`src/rtl/bg_scroll_gen.sv`:
```
// Pixel/line counters and double-buffered background scroll, producing scrolled coordinates per pixel.
// Outputs registered 1 master_clk after each counter update; no backpressure (advances on pixel_ce).
module bg_scroll_gen #(
  parameter int H_TOTAL  = 384,
  parameter int V_TOTAL  = 264,
  parameter int H_ACTIVE = 256,
  parameter int V_ACTIVE = 240
) (
  input  logic       master_clk,
  input  logic       reset,
  input  logic       pixel_ce,
  input  logic       SCREEN_FLIP,
  input  logic       SCROLL_CS,
  input  logic       Z80_WR,
  input  logic [1:0] CPU_ADDR,
  input  logic [7:0] CPU_DIN,
  output logic [8:0] HPIXSCRL,
  output logic [7:0] VPIXSCRL,
  output logic [7:0] VPIX,
  output logic       HBLANK,
  output logic       VBLANK,
  output logic       FRAME_START
);

  localparam logic [8:0] H_LAST = 9'(H_TOTAL - 1);
  localparam logic [8:0] V_LAST = 9'(V_TOTAL - 1);
  localparam logic [8:0] H_ACT  = 9'(H_ACTIVE);
  localparam logic [8:0] V_ACT  = 9'(V_ACTIVE);

  logic [8:0] hcnt, vcnt, h_nxt, v_nxt;
  logic [8:0] pend_x, act_x, heff;
  logic [7:0] pend_y, act_y, veff;
  logic       wr_act, wr_act_d, wr_commit;
  logic       latch_fire, latched;

  always_comb begin
    h_nxt = hcnt + 9'd1;
    v_nxt = vcnt;
    if (hcnt == H_LAST) begin
      h_nxt = '0;
      v_nxt = (vcnt == V_LAST) ? 9'd0 : vcnt + 9'd1;
    end
  end

  assign latch_fire = pixel_ce && (h_nxt == 9'd0) && (v_nxt == V_ACT);
  assign wr_act     = !SCROLL_CS && !Z80_WR;
  assign wr_commit  = wr_act && !wr_act_d;
  assign heff       = SCREEN_FLIP ? ~hcnt : hcnt;
  assign veff       = SCREEN_FLIP ? ~vcnt[7:0] : vcnt[7:0];

  always_ff @(posedge master_clk) begin
    if (reset) begin
      hcnt     <= '0;
      vcnt     <= '0;
      pend_x   <= '0;
      pend_y   <= '0;
      act_x    <= '0;
      act_y    <= '0;
      wr_act_d <= 1'b0;
      latched  <= 1'b0;
    end else begin
      wr_act_d <= wr_act;
      latched  <= latch_fire;
      if (pixel_ce) begin
        hcnt <= h_nxt;
        vcnt <= v_nxt;
      end
      // act_* takes the pre-write pending value when a write lands on the latch edge
      if (latch_fire) begin
        act_x <= pend_x;
        act_y <= pend_y;
      end
      if (wr_commit) begin
        case (CPU_ADDR)
          2'd0:    pend_x[7:0] <= CPU_DIN;
          2'd1:    pend_x[8]   <= CPU_DIN[0];
          2'd2:    pend_y      <= CPU_DIN;
          default: ;
        endcase
      end
    end
  end

  always_ff @(posedge master_clk) begin
    if (reset) begin
      HPIXSCRL    <= {9{SCREEN_FLIP}};
      VPIXSCRL    <= {8{SCREEN_FLIP}};
      VPIX        <= {8{SCREEN_FLIP}};
      HBLANK      <= 1'b0;
      VBLANK      <= 1'b0;
      FRAME_START <= 1'b0;
    end else begin
      HPIXSCRL    <= heff + act_x;
      VPIXSCRL    <= veff + act_y;
      VPIX        <= veff;
      HBLANK      <= (hcnt >= H_ACT);
      VBLANK      <= (vcnt >= V_ACT);
      FRAME_START <= latched;
    end
  end

endmodule

```
`config.mk`:
```
export PLATFORM = sky130hd
export DESIGN_NAME = bg_scroll_gen
export DESIGN_NICKNAME = d
export VERILOG_FILES = /design/src/rtl/bg_scroll_gen.sv
export SDC_FILE = /design/constraint.sdc
export NUM_CORES = 1
export LEC_CHECK = 0
export ABC_AREA = 1
export BUFFER_PORTS_ARGS = -buffer_cell sky130_fd_sc_hd__clkbuf_2
export CORE_UTILIZATION = 45
export CTS_CLUSTER_SIZE = 12
export DETAILED_ROUTE_END_ITERATION = 8
export GPL_TIMING_DRIVEN = 0
export PLACE_DENSITY = 0.74
export SETUP_SLACK_MARGIN = 0.2
export SLEW_MARGIN = 0
export SYNTH_ARGS = -nofsm -noshare
export SYNTH_HDL_FRONTEND = slang
export SYNTH_SLANG_ARGS = --single-unit
export TNS_END_PERCENT = 5
```
`constraint.sdc`:
```
create_clock -name master_clk -period 3.2 [get_ports master_clk]
set_clock_uncertainty 0.2 [all_clocks]
set_input_delay 0.32 -clock master_clk [delete_from_list [all_inputs] [get_ports master_clk]]
set_output_delay 0.32 -clock master_clk [all_outputs]
set_load 0.05 [all_outputs]
```
# Word-level counts from Yosys, hierarchy flattened
# Cells that the tools add are included.
# W data, S select, Z words.
# totals
in_bits,16
wordCells,48
ff_bits,82
output_inout_bits,28
# op_classes
n_reduce_logical,12
muxes,8
n_eq_ne,5
n_bitwise,2
add_sub_neg,4
order_cmp,2
# op_table
cell,count
$mux W9,5
$mux W8,3
$add A9 B1 Y9 const B,2
$eq A9 B9 Y1 const B,2
$add A9 B9 Y9,1
$eq A9 B8 Y1 const B,1
$ge A9 B8 Y1 const B,1
$ge A9 B9 Y1 const B,1
$logic_not A9 Y1,1
$not A9 Y9,1
$add A8 B8 Y8,1
$not A8 Y8,1
$reduce_and A2 Y1,3
$logic_and A1 B1 Y1,4
$logic_not A1 Y1,3
$eq A2 B1 Y1 const B,1
$eq A2 B2 Y1 const B,1
$logic_not A2 Y1,1

# Logic depth before layout (Yosys ltp)
# Gate-level depths: netlist of run 1.
# logic_depth
ltp_word,5
depth_mapped,16
mapped_depth_nobuf,14

# Worst setup path after synthesis of run 1
# OpenSTA, ideal clock, no wires.
# synth_path
path_kind,input -> register
from,input port SCREEN_FLIP
to,register HPIXSCRL[8]
n_path_buf,2
setup_ns,0.123
arrival_time_ns,2.596
stages,14
path_slack_ns,0.281
required_time_ns,2.877
cell_sequence,clkbuf_1 buf_1 xor2_1 ha_1 inv_1 fa_1 nor2_1 o21ai_0 nand2_1 nand4_1 o211ai_1 nor2_1 o21ai_0 nand2_1
# synth_between
elab_chain_len,3
# synth_rtl
element,line_no,rtl
from (decl),12,"input logic SCREEN_FLIP,"
$mux W9,48,assign heff = SCREEN_FLIP ? ~hcnt : hcnt;
$add A9 B9 Y9,93,HPIXSCRL <= heff + act_x;
$mux W9 *,85,if (reset) begin
to (signal assigned),86,HPIXSCRL <= {9{SCREEN_FLIP}};
to (signal assigned),93,
to (decl),17,"output logic [8:0] HPIXSCRL,"
# Every way passes the cells marked *; elsewhere a longest branch is shown, timed or not.
# A chain may end at the register's enable or synchronous reset.

# Worst setup path after layout of run 1
# layout_path
from,register hcnt[0]
to,register act_x[1]
# layout_between
elab_chain_len,5
word_cells_on_any_way,8
cone_classes,add/sub: 1; eq/ne: 2; mux: 2; reduce/logical: 3
# layout_rtl
element,line_no,rtl
from (decl),30,"logic [8:0] hcnt, vcnt, h_nxt, v_nxt;"
from (signal assigned),65,hcnt <= h_nxt;
$add A9 B1 Y9 / $eq A9 B9 Y1 (equally long branches),"37, 39",
$mux W9,39,if (hcnt == H_LAST) begin
$logic_not A9 Y1,45,assign latch_fire = pixel_ce && (h_nxt == 9'd0) && (v_nxt == V_ACT);
$logic_and A1 B1 Y1,45,
$logic_and A1 B1 Y1 *,45,
to (signal assigned),70,act_x <= pend_x;
to (decl),31,"logic [8:0] pend_x, act_x, heff;"
# Marks and branches as above.

==> results of run 1 <==
[state kept, by name, indices dropped and copies added (netlist names)]
name	count
pend_x	9
VPIX	8
hcnt	9
wr_act_d	1
HPIXSCRL	9
VPIXSCRL	8
HBLANK	1
pend_y	8
latched	1
FRAME_START	1
act_x	9
VBLANK	1
act_y	8
vcnt	9
[Yosys cell counts (3+ instances only)]
| cell type | count |
|---|---|
| sky130_fd_sc_hd__a211oi_1 | 3 |
| sky130_fd_sc_hd__a21oi_1 | 41 |
| sky130_fd_sc_hd__and2_1 | 3 |
| sky130_fd_sc_hd__buf_1 | 3 |
| sky130_fd_sc_hd__buf_2 | 5 |
| sky130_fd_sc_hd__clkbuf_1 | 19 |
| sky130_fd_sc_hd__dfxtp_1 | 82 |
| sky130_fd_sc_hd__ha_1 | 20 |
| sky130_fd_sc_hd__inv_1 | 104 |
| sky130_fd_sc_hd__inv_2 | 3 |
| sky130_fd_sc_hd__nand2_1 | 142 |
| sky130_fd_sc_hd__nand2_2 | 4 |
| sky130_fd_sc_hd__nand3_1 | 20 |
| sky130_fd_sc_hd__nand4_1 | 25 |
| sky130_fd_sc_hd__nor2_1 | 48 |
| sky130_fd_sc_hd__nor2_4 | 4 |
| sky130_fd_sc_hd__nor3_1 | 7 |
| sky130_fd_sc_hd__o211ai_1 | 3 |
| sky130_fd_sc_hd__o21a_1 | 3 |
| sky130_fd_sc_hd__o21ai_0 | 45 |
| sky130_fd_sc_hd__xnor2_1 | 4 |
| sky130_fd_sc_hd__xor2_1 | 22 |
[layout by cell type, fill, tap and decap left out, drive strengths merged]
| master | netlist | routed |
|---|---|---|
| dfxtp | 82 | 82 |
| o211ai | 3 | 3 |
| bufinv | 0 | 1 |
| dlygate4sd3 | 0 | 2 |
| nor2 | 54 | 54 |
| xnor2 | 4 | 4 |
| o21ai | 47 | 47 |
| nand3 | 23 | 23 |
| a211oi | 3 | 3 |
| nand4 | 26 | 26 |
| or2 | 1 | 1 |
| ha | 20 | 20 |
| o31ai | 2 | 2 |
| a31oi | 1 | 1 |
| nand3b | 1 | 1 |
| buf | 10 | 10 |
| nor4 | 1 | 1 |
| fa | 2 | 2 |
| o21bai | 1 | 1 |
| o311ai | 1 | 1 |
| xor2 | 22 | 22 |
| a21oi | 41 | 41 |
| clkinv | 1 | 1 |
| nor3 | 7 | 7 |
| clkbuf | 19 | 73 |
| o21a | 3 | 3 |
| clkinvlp | 0 | 1 |
| and2 | 3 | 3 |
| a21boi | 2 | 2 |
| inv | 107 | 107 |
| nand2 | 146 | 146 |
[through the flow]
stage               power, mW  setup slack (ps)  hold slack (ps)
finish                  2.300             408.5            53.95
floorplan               1.446             281.0            188.3
detailed placement      1.552            -197.8            197.4
global placement        1.543            -132.6            192.6
CTS                     2.305             380.2            56.63
global route            2.401             222.0            57.64
[routing by layer]
metal	GRT usage [%]	share of wire (%)
met2	36.42	47
met4	9.810	2.1
met3	4.624	5.2
met5	0	0
met1	25.99	45
[worst paths after layout]
| check | to | cells after the start | startpoint | slack, ps |
|---|---|---|---|---|
| min reg2reg | FRAME_START | 2 | latched | 210 |
| max | act_x[1] | 12 | hcnt[0] | 410 |
| max reg2reg | act_x[1] | 12 | hcnt[0] | 410 |
| min | pend_x[8] | 3 | CPU_ADDR[1] | 50 |
[critical path: cells and delay by family (launching register included)]
family	cells	cell delay, ps
fa+ha+maj	1	270
buf+inv	3	570
flops	1	530
simple gates	8	1100
[power groups by stage]
stage / clock, mW / sequential [mW] / combinational, mW
after floorplan: 0 / 1.24 / 0.202
after global placement: 0 / 1.13 / 0.415
after detailed placement: 0 / 1.13 / 0.422
after CTS: 0.774 / 1.11 / 0.426
after global routing: 0.818 / 1.11 / 0.471
final: 0.767 / 1.11 / 0.427
[what timing repair did]
action / in CTS / in global routing
endpoints found under the setup margin: 1 / 1
hold buffers: 2 / 0
endpoints found under the hold margin: 1 / 0
cloned: 0 / 0
resized for setup: 1 / 2
pin swaps: 0 / 0
[kinds of logic (layout without fill, tap and decap cells)]
group,after synthesis,count (layout),synth area share [%]
AOI/OAI and AO/OA,104,104,12.70
DFF,82,82,36.95
and+or+nand+nor,262,262,26.64
xor gates and xnor gates,26,26,5.125
adders and majority gates,22,22,6.533
buffers and inverters,137,195,12.05
[layout make-up]
cell class | count | area share [%]
Multi-Input combinational cell | 414 | 45.05
Sequential cell | 82 | 32.64
Inverter | 108 | 8.060
Timing Repair Buffer | 44 | 4.577
Tap cell | 129 | 3.209
Clock buffer | 12 | 3.085
Buffer | 29 | 2.637
Clock inverter | 2 | 0.7463
==> flow_metrics.env, run 1 <==
export IMPL_fin_crit_sh_pct=87.23
export IMPL_cts_num_sinks=82
export IMPL_clk_pin_slew_ps=80
export IMPL_clock_tree_htree_level_count=3
export IMPL_grt_util_all_layers_pct=21.45
export IMPL_synth_lib_cells_used_distinct=39
export IMPL_final_hold_violation_count=0
export IMPL_ys_seq_elements=82
export IMPL_num_antenna_cells=0
export IMPL_final_nets=726
export IMPL_power_switching_mw=0.7109
export IMPL_dp_hpwl_um=7760
export IMPL_yosysWarnings=0
export IMPL_fmaxAchievable_ghz=0.3582
export IMPL_cells_after_synthesis=633
export IMPL_antenna_violations_before_repair=0
export IMPL_postPlaceCellArea_mm2=0.004815
export IMPL_instances_no_fill=820
export IMPL_drv_slew=0
export IMPL_synth_edff_count=0
export IMPL_power_frac_seq_pct=48.1
export IMPL_detailroute_via_count=4066
export IMPL_power_clock_fraction_pct=33.3
export IMPL_grt_setup_unrepaired="no"
export IMPL_number_of_violations_reported_at_the_end_of_detailed_routing_iteration_0=183
export IMPL_top_reg_cell_synth="sky130_fd_sc_hd__dfxtp_1"
export IMPL_critical_path_startpoint_type="flop"
export IMPL_power_share_switching_pct=30.92
export IMPL_critPathMaxFanout=10
export IMPL_synth_yosys_seq_area_share_pct=36.95
export IMPL_power_report_internal_total_mw=1.589
export IMPL_final_setup_viol_count=0
export IMPL_stdcell_area_mm2=0.005030
export IMPL_drive_gt1_share_pct=12.01
export IMPL_syn_cell_area_mm2=0.004443
export IMPL_ant_nets=0
export IMPL_synth_top_area_cell="sky130_fd_sc_hd__dfxtp_1"
export IMPL_yosys_top_cells_area="sky130_fd_sc_hd__dfxtp_1, sky130_fd_sc_hd__nand2_1, sky130_fd_sc_hd__inv_1"
export IMPL_largest_incremental_delay_on_the_critical_path_ps=530
export IMPL_total_leakage_power_nw=2.428
export IMPL_fp_dieH_um=101.4
export IMPL_floorplan_rows=35
export IMPL_status="finished clean"
export IMPL_detail_route_vias_per_cell=4.959
export IMPL_totalWireLength_um=10210
export IMPL_async_flop_share_pct=0
export IMPL_congestion_overflow_gr=0
export IMPL_pin_count=44
export IMPL_cts_repair_timing_setup_buffer_count=0
export IMPL_cts_buffers_inserted=9
export IMPL_layout_core_utilization_pct=53.42
export IMPL_cts_root_buffer="sky130_fd_sc_hd__clkbuf_8"
export IMPL_transition_time_of_the_tightest_slew_check_pin_ps=676.9
export IMPL_powerDensity_mw_per_mm2=457.2
export IMPL_grt_pass1_vias=3797
export IMPL_vdd_ir_drop_max_mv=0.1877
export IMPL_numPortBuffers=42
export IMPL_synthesis_nets=671
export IMPL_worstSetupEndpointType="flop"
export IMPL_timing_setup_tns_ps=0
export IMPL_cts_tree="built"
export IMPL_clk_insertion_delay_late_ps=360
export IMPL_floorplan_initialDensity_pct=47.19
export IMPL_multiInputGateArea_mm2=0.002266
export IMPL_first_pass_grt_wire_length_um=17040
export IMPL_n_fill_cell=895
export IMPL_drv_cap=0
export IMPL_criticalPathCategory="reg2reg"
export IMPL_floorplan_core_area_mm2=0.009415
export IMPL_drt_pre_antenna_iters=5
export IMPL_die_area_mm2=0.01027
export IMPL_grt_max_degree=13
export IMPL_per_instance_average_area_after_synthesis_um2=7.019
export IMPL_placer_congestion_estimate=0.9520
export IMPL_critical_path_slowest_cell="sky130_fd_sc_hd__dfxtp_1"
export IMPL_routedWlPerCell_um=12.46
export IMPL_yosysTopAreaCellShare_pct=36.95
export IMPL_hold_path_class="in2reg"
export IMPL_cp_data_arrival_time_ps=2840
export IMPL_area_growth_synth_to_final_pct=13.21
export IMPL_ff_latch_area_mm2=0.001642
export IMPL_max_slew_margin_pct=54.88
export IMPL_drc=0
export IMPL_die_width_um=101.4
export IMPL_critical_path_cell_chain="ha_1 -> clkinv_1 -> nor2_4 -> nand3_4 -> buf_6 -> nand2_2 -> nand4_1 -> nor2_4 -> buf_2 -> nand4_1 -> nand2_1 -> nor2_1"
export IMPL_timing_final_crit_period_ps=2791
export IMPL_cts_root_to_sink_buffers=2
export IMPL_numPlacedInstances=804
export IMPL_worst_endpoint_required_ps=3250
export IMPL_pwr_share_comb_pct=18.6
(Power assumes the default switching activity.)
==> inputs of run 2 (changes only) <==
ABC_AREA = default   (was 1)
PLACE_DENSITY = 0.75   (was 0.74)
==> flow_metrics.env, run 2 <==
export IMPL_pre_cts_ws_ps=-240.9
export IMPL_placer_congestion_estimate=0.8697
export IMPL_power_report_internal_total_mw=1.432
export IMPL_critical_path_startpoint_type="flop"
export IMPL_critical_path_slowest_cell="sky130_fd_sc_hd__or4_1"
export IMPL_floorplan_core_area_mm2=0.009371
export IMPL_top_usage_layer="met2"
export IMPL_cts_root_to_sink_buffers=2
export IMPL_yosys_top_cells_area="sky130_fd_sc_hd__dfxtp_1, sky130_fd_sc_hd__mux2i_1, sky130_fd_sc_hd__ha_1"
export IMPL_syn_cell_area_mm2=0.004397
export IMPL_routedWlPerCell_um=14.34
export IMPL_timing_final_crit_period_ps=3068
export IMPL_totalWireLength_um=9835
export IMPL_synth_edff_count=0
export IMPL_first_pass_grt_wire_length_um=16110
export IMPL_yosysWarnings=0
export IMPL_cts_root_buffer="sky130_fd_sc_hd__clkbuf_8"
export IMPL_max_slew_margin_pct=39.09
export IMPL_grt_max_degree=13
export IMPL_worst_endpoint_required_ps=3280
export IMPL_use_met1_pct=25.37
export IMPL_globalRouteMet3Util_pct=3.675
export IMPL_top_reg_cell_synth="sky130_fd_sc_hd__dfxtp_1"
export IMPL_ys_seq_elements=82
export IMPL_synth_yosys_seq_area_share_pct=37.34
export IMPL_transition_time_of_the_tightest_slew_check_pin_ps=910.3
export IMPL_area_growth_synth_to_final_pct=17.07
export IMPL_critical_path_cell_chain="ha_4 -> buf_8 -> nand4b_1 -> or4_1 -> a21o_1 -> a221o_1 -> a2111oi_4 -> buf_6 -> clkbuf_16 -> mux2i_1"
export IMPL_die_area_mm2=0.01017
export IMPL_floorplan_rows=35
export IMPL_final_cell_mix="sky130_fd_sc_hd__dfxtp_1, sky130_fd_sc_hd__nor2_1, sky130_fd_sc_hd__clkbuf_2, sky130_fd_sc_hd__mux2i_1, sky130_fd_sc_hd__nand2b_1"
export IMPL_synth_top_cells_by_count="sky130_fd_sc_hd__dfxtp_1, sky130_fd_sc_hd__nor2_1, sky130_fd_sc_hd__mux2i_1, sky130_fd_sc_hd__nand2b_1, sky130_fd_sc_hd__o21ai_0"
export IMPL_final_nets=590
export IMPL_synth_top_area_cell="sky130_fd_sc_hd__dfxtp_1"
export IMPL_critPathMaxFanout=6
export IMPL_drive_gt1_share_pct=18.67
export IMPL_grt_setup_unrepaired="yes"
export IMPL_worstSetupEndpointType="flop"
export IMPL_grt_pass1_vias=3416
export IMPL_clock_tree_htree_level_count=3
export IMPL_drc=0
export IMPL_numPlacedInstances=653
export IMPL_synth_lib_cells_used_distinct=55
export IMPL_final_setup_viol_count=0
export IMPL_clk_pin_slew_ps=80
export IMPL_criticalPathCategory="reg2reg"
export IMPL_power_frac_seq_pct=54.1
export IMPL_per_instance_average_area_after_synthesis_um2=9.084
export IMPL_fmaxAchievable_ghz=0.3259
export IMPL_drv_slew=0
export IMPL_fp_dieH_um=100.8
export IMPL_clk_insertion_delay_late_ps=350
export IMPL_total_leakage_power_nw=2.085
export IMPL_cts_tree="built"
export IMPL_detailroute_via_count=3552
export IMPL_largest_incremental_delay_on_the_critical_path_ps=580
export IMPL_floorplan_initialDensity_pct=46.92
export IMPL_detail_route_vias_per_cell=5.178
export IMPL_status="finished clean"
export IMPL_pwr_share_comb_pct=13.1
export IMPL_cp_data_arrival_time_ps=3150
export IMPL_fin_crit_sh_pct=95.89
export IMPL_dp_hpwl_um=7203
export IMPL_power_switching_mw=0.5361
export IMPL_final_hold_violation_count=0
export IMPL_cells_after_synthesis=484
export IMPL_cts_num_sinks=82
export IMPL_grtUsageMet2_pct=34.72
export IMPL_grt_util_all_layers_pct=20.29
export IMPL_power_share_switching_pct=27.23
export IMPL_synthesis_nets=522
export IMPL_vdd_ir_drop_max_mv=0.3626
export IMPL_drv_cap=0
export IMPL_powerDensity_mw_per_mm2=382.4
export IMPL_yosysTopAreaCellShare_pct=37.34
export IMPL_number_of_violations_reported_at_the_end_of_detailed_routing_iteration_0=159
export IMPL_drt_pre_antenna_iters=4
export IMPL_setup_slack_ps=131.5
export IMPL_pin_count=44
export IMPL_die_width_um=100.8
export IMPL_hold_path_class="in2reg"
export IMPL_cts_buffers_inserted=9
export IMPL_ant_nets=0
export IMPL_worst_hold_slack_ps=18.38
export IMPL_congestion_overflow_gr=0
export IMPL_n_fill_cell=899
export IMPL_power_clock_fraction_pct=32.8
export IMPL_async_flop_share_pct=0
export IMPL_layout_commonest_cell="sky130_fd_sc_hd__dfxtp_1"
export IMPL_num_antenna_cells=0
export IMPL_numPortBuffers=40
export IMPL_instances_no_fill=686
export IMPL_yosys_cell_count_top_type="sky130_fd_sc_hd__dfxtp_1"
export IMPL_antenna_violations_before_repair=0
## run 2: changes by cell type after synthesis, sizes merged, moves of 15 or more
cell    before  now
a21oi       41   21
inv        107   22
mux2i        0   40
nand2      146   13
nand2b       0   36
nand4       26   11
o21ai       47   26
xnor2        4   21
## run 2: final timing paths
check / slack (ps) / depth (start not counted) / from / end
max: 130 / 10 / hcnt[0] / act_x[5]
min: 20 / 3 / CPU_DIN[3] / pend_x[3]
max reg2reg: 130 / 10 / hcnt[0] / act_x[5]
min reg2reg: 240 / 1 / latched / FRAME_START
## run 2: power by group through the flow
stage	registers, mW	logic [mW]	clock network (mW)
after CTS	1.07	0.248	0.662
final	1.06	0.258	0.646
after global routing	1.07	0.278	0.713
after floorplan	1.17	0.102	0
after global placement	1.09	0.241	0
after detailed placement	1.09	0.246	0
## run 2: repair_timing
item	CTS	global route
setup endpoints to repair	18	18
endpoints found under the hold margin	1	0
setup buffers	2	12
resized for setup	2	7
hold buffers	2	0
pin swaps	1	6
gates cloned	0	1
## run 2: cell type report
type                    instances  area [um2]  area share, %
well taps                     129       161.4          3.136
flip-flops and latches         82        1652          32.09
clock buffers                  13       148.9          2.893
plain buffers                  34       219.0          4.254
inverters                      22       82.58          1.604
clock inverters                 3       15.01         0.2917
repair buffers                 57       361.6          7.025
multi-input cells             346        2507          48.71
## run 2: kinds of logic after synthesis
logic type / Yosys count / share of synthesized area (%)
simple gates: 158 / 19.61
flops: 82 / 37.34
compound gates: 81 / 11.92
buf+inv: 56 / 6.403
xor+xnor: 44 / 8.765
mux: 41 / 9.362
fa+ha+maj: 22 / 6.602
## run 2: worst max-delay path: cells and delay by family (launching register included)
family	cells	cell delay [ps]
compound gates	3	880
simple gates	2	800
buf+inv	3	440
flops	1	370
mux	1	170
fa+ha+maj	1	130
## run 2: metal layers
layer,routed length [um],vias up
li1,-,1794
met1,4511,1648
met2,4655,98
met3,515,12
met4,154,0
met5,0,-
## run 2: per-stage QoR
stage / utilization (%) / total power [mW] / instance area (um2) / setup TNS, ps
after global placement: 51.25 / 1.332 / 4803 / -1420
after floorplan: - / 1.274 / 4442 / 0
after global routing: 54.93 / 2.059 / 5147 / 0
final: 54.93 / 1.968 / 5147 / 0
after detailed placement: 51.25 / 1.338 / 4803 / -2134
after CTS: 53.42 / 1.979 / 5006 / 0
==> inputs of run 3 (changes only) <==
clock period = 3.6 ns   (was 3.2 ns; I/O delays follow)
==> flow_metrics.env, run 3 (synthesis gave the netlist of run 2 again) <==
export IMPL_status="finished clean"
export IMPL_cts_root_buffer="sky130_fd_sc_hd__clkbuf_8"
export IMPL_critical_path_startpoint_type="flop"
export IMPL_num_antenna_cells=0
export IMPL_die_area_mm2=0.01017
export IMPL_number_of_violations_reported_at_the_end_of_detailed_routing_iteration_0=186
export IMPL_numPortBuffers=40
export IMPL_stdcell_area_mm2=0.005012
export IMPL_worstSetupEndpointType="flop"
export IMPL_floorplan_rows=35
export IMPL_ant_nets=0
export IMPL_grt_setup_unrepaired="yes"
export IMPL_final_cell_mix="sky130_fd_sc_hd__dfxtp_1, sky130_fd_sc_hd__nor2_1, sky130_fd_sc_hd__clkbuf_2, sky130_fd_sc_hd__mux2i_1, sky130_fd_sc_hd__nand2b_1"
export IMPL_grt_util_all_layers_pct=20.65
export IMPL_drt_pre_antenna_iters=5
export IMPL_placer_congestion_estimate=0.9199
export IMPL_powerDensity_mw_per_mm2=373.1
export IMPL_die_width_um=100.8
export IMPL_power_clock_fraction_pct=37.5
export IMPL_dp_hpwl_um=7211
export IMPL_pwr_share_comb_pct=11.8
export IMPL_crit_family="compound AO/OA/AOI/OAI gates"
export IMPL_layout_commonest_cell="sky130_fd_sc_hd__dfxtp_1"
export IMPL_first_pass_grt_wire_length_um=16280
export IMPL_routedWlPerCell_um=14.41
export IMPL_power_frac_seq_pct=50.7
export IMPL_drive_gt1_share_pct=15.96
export IMPL_critPathBufInv=3
export IMPL_postPlaceCellArea_mm2=0.004758
export IMPL_drc=0
export IMPL_final_setup_viol_count=0
export IMPL_critPathMaxFanout=10
export IMPL_cts_buffers_inserted=9
export IMPL_worst_hold_slack_ps=49.40
export IMPL_critical_path_cell_chain="ha_1 -> clkbuf_2 -> nand4b_1 -> or4_1 -> a21o_1 -> a221o_1 -> a2111oi_4 -> buf_4 -> buf_8 -> mux2i_1"
export IMPL_congestion_overflow_gr=0
export IMPL_fp_dieH_um=100.8
export IMPL_detailroute_via_count=3562
export IMPL_fin_crit_sh_pct=90.54
export IMPL_cts_root_to_sink_buffers=2
export IMPL_grt_pass1_vias=3432
export IMPL_cp_data_arrival_time_ps=3350
export IMPL_cts_num_sinks=82
export IMPL_vdd_ir_drop_max_mv=0.1946
export IMPL_largest_incremental_delay_on_the_critical_path_ps=540
export IMPL_power_report_internal_total_mw=1.333
export IMPL_final_nets=578
export IMPL_detail_route_vias_per_cell=5.285
export IMPL_clk_insertion_delay_late_ps=360
export IMPL_clk_pin_slew_ps=90
export IMPL_grt_max_degree=17
export IMPL_transition_time_of_the_tightest_slew_check_pin_ps=876.8
export IMPL_setup_slack_ps=340.6
export IMPL_hold_path_class="in2reg"
export IMPL_drv_slew=0
export IMPL_final_hold_violation_count=0
export IMPL_instances_no_fill=674
export IMPL_pin_count=44
export IMPL_timing_final_crit_period_ps=3259
export IMPL_pre_cts_ws_ps=-166.2
export IMPL_numPlacedInstances=653
export IMPL_clock_tree_htree_level_count=3
export IMPL_power_share_switching_pct=28.71
export IMPL_max_slew_margin_pct=41.33
export IMPL_critical_path_slowest_cell="sky130_fd_sc_hd__or4_1"
export IMPL_total_leakage_power_nw=2.025
export IMPL_floorplan_core_area_mm2=0.009371
export IMPL_drv_cap=0
export IMPL_antenna_violations_before_repair=0
export IMPL_worst_endpoint_required_ps=3690
export IMPL_power_switching_mw=0.5369
export IMPL_criticalPathCategory="reg2reg"
export IMPL_fmaxAchievable_ghz=0.3068
export IMPL_floorplan_initialDensity_pct=46.92
export IMPL_totalWireLength_um=9714
export IMPL_cts_tree="built"
export IMPL_area_growth_synth_to_final_pct=14.00
## run 3: changes by cell type in the layout (fill, tap and decap cells not counted), sizes merged
cell and delta:
inv +3, clkinvlp +1, bufinv +1, buf -12, clkinv -1, clkbuf -4
## run 3: power groups by stage
stage                     sequential, mW  clock [mW]  combinational [mW]
after floorplan                     1.04           0              0.0899
after global placement             0.969           0               0.214
after detailed placement           0.970           0               0.217
after CTS                          0.949       0.715               0.220
after global routing               0.952       0.757               0.237
final                              0.949       0.701               0.220
## run 3: final cells by class
class	count	area, um2
tap	129	161.4
buffer	34	200.2
timing repair buffer	45	242.7
sequential	82	1644
clock buffer	9	123.9
clock inverter	7	83.83
fill	886	4359
multi-input combinational	346	2474
inverter	22	82.58
## run 3: worst reg2reg max path, stage by stage, from the launching register on
cell                        delay, ps
sky130_fd_sc_hd__dfxtp_2          430
sky130_fd_sc_hd__ha_1             180
sky130_fd_sc_hd__clkbuf_2         180
sky130_fd_sc_hd__nand4b_1         270
sky130_fd_sc_hd__or4_1            540
sky130_fd_sc_hd__a21o_1           210
sky130_fd_sc_hd__a221o_1          350
sky130_fd_sc_hd__a2111oi_4        270
sky130_fd_sc_hd__buf_4            190
sky130_fd_sc_hd__buf_8            160
sky130_fd_sc_hd__mux2i_1          210
## run 3: through the flow
stage	power, mW	setup TNS (ps)	utilization (%)
CTS	1.884	0	53.44
global route	1.946	0	53.48
finish	1.870	0	53.48
floorplan	1.131	0	-
global placement	1.183	-487.2	50.77
detailed placement	1.187	-1301	50.77
## run 3: timing repair
item,CTS,global route
hold buffers,2,0
pin swaps,1,0
buffers inserted,3,0
endpoints found under the setup margin,17,18
endpoints found under the hold margin,1,0
gates resized for setup,0,4
## run 3: final timing paths
kind	startpoint	endpoint	slack, ps	cells past startpoint
hold reg to reg	latched	FRAME_START	260	1
setup / recovery	hcnt[1]	act_x[4]	340	10
setup reg to reg	hcnt[1]	act_x[4]	340	10
hold / removal	CPU_DIN[5]	pend_y[5]	50	3
## run 3: per-layer routing
metal	vias up	wire, um	GRT usage, %
met1	1673	4568	26.83
li1	1762	-	-
met5	-	0	0
met3	23	471	3.814
met4	0	256	9.030
met2	104	4418	33.51
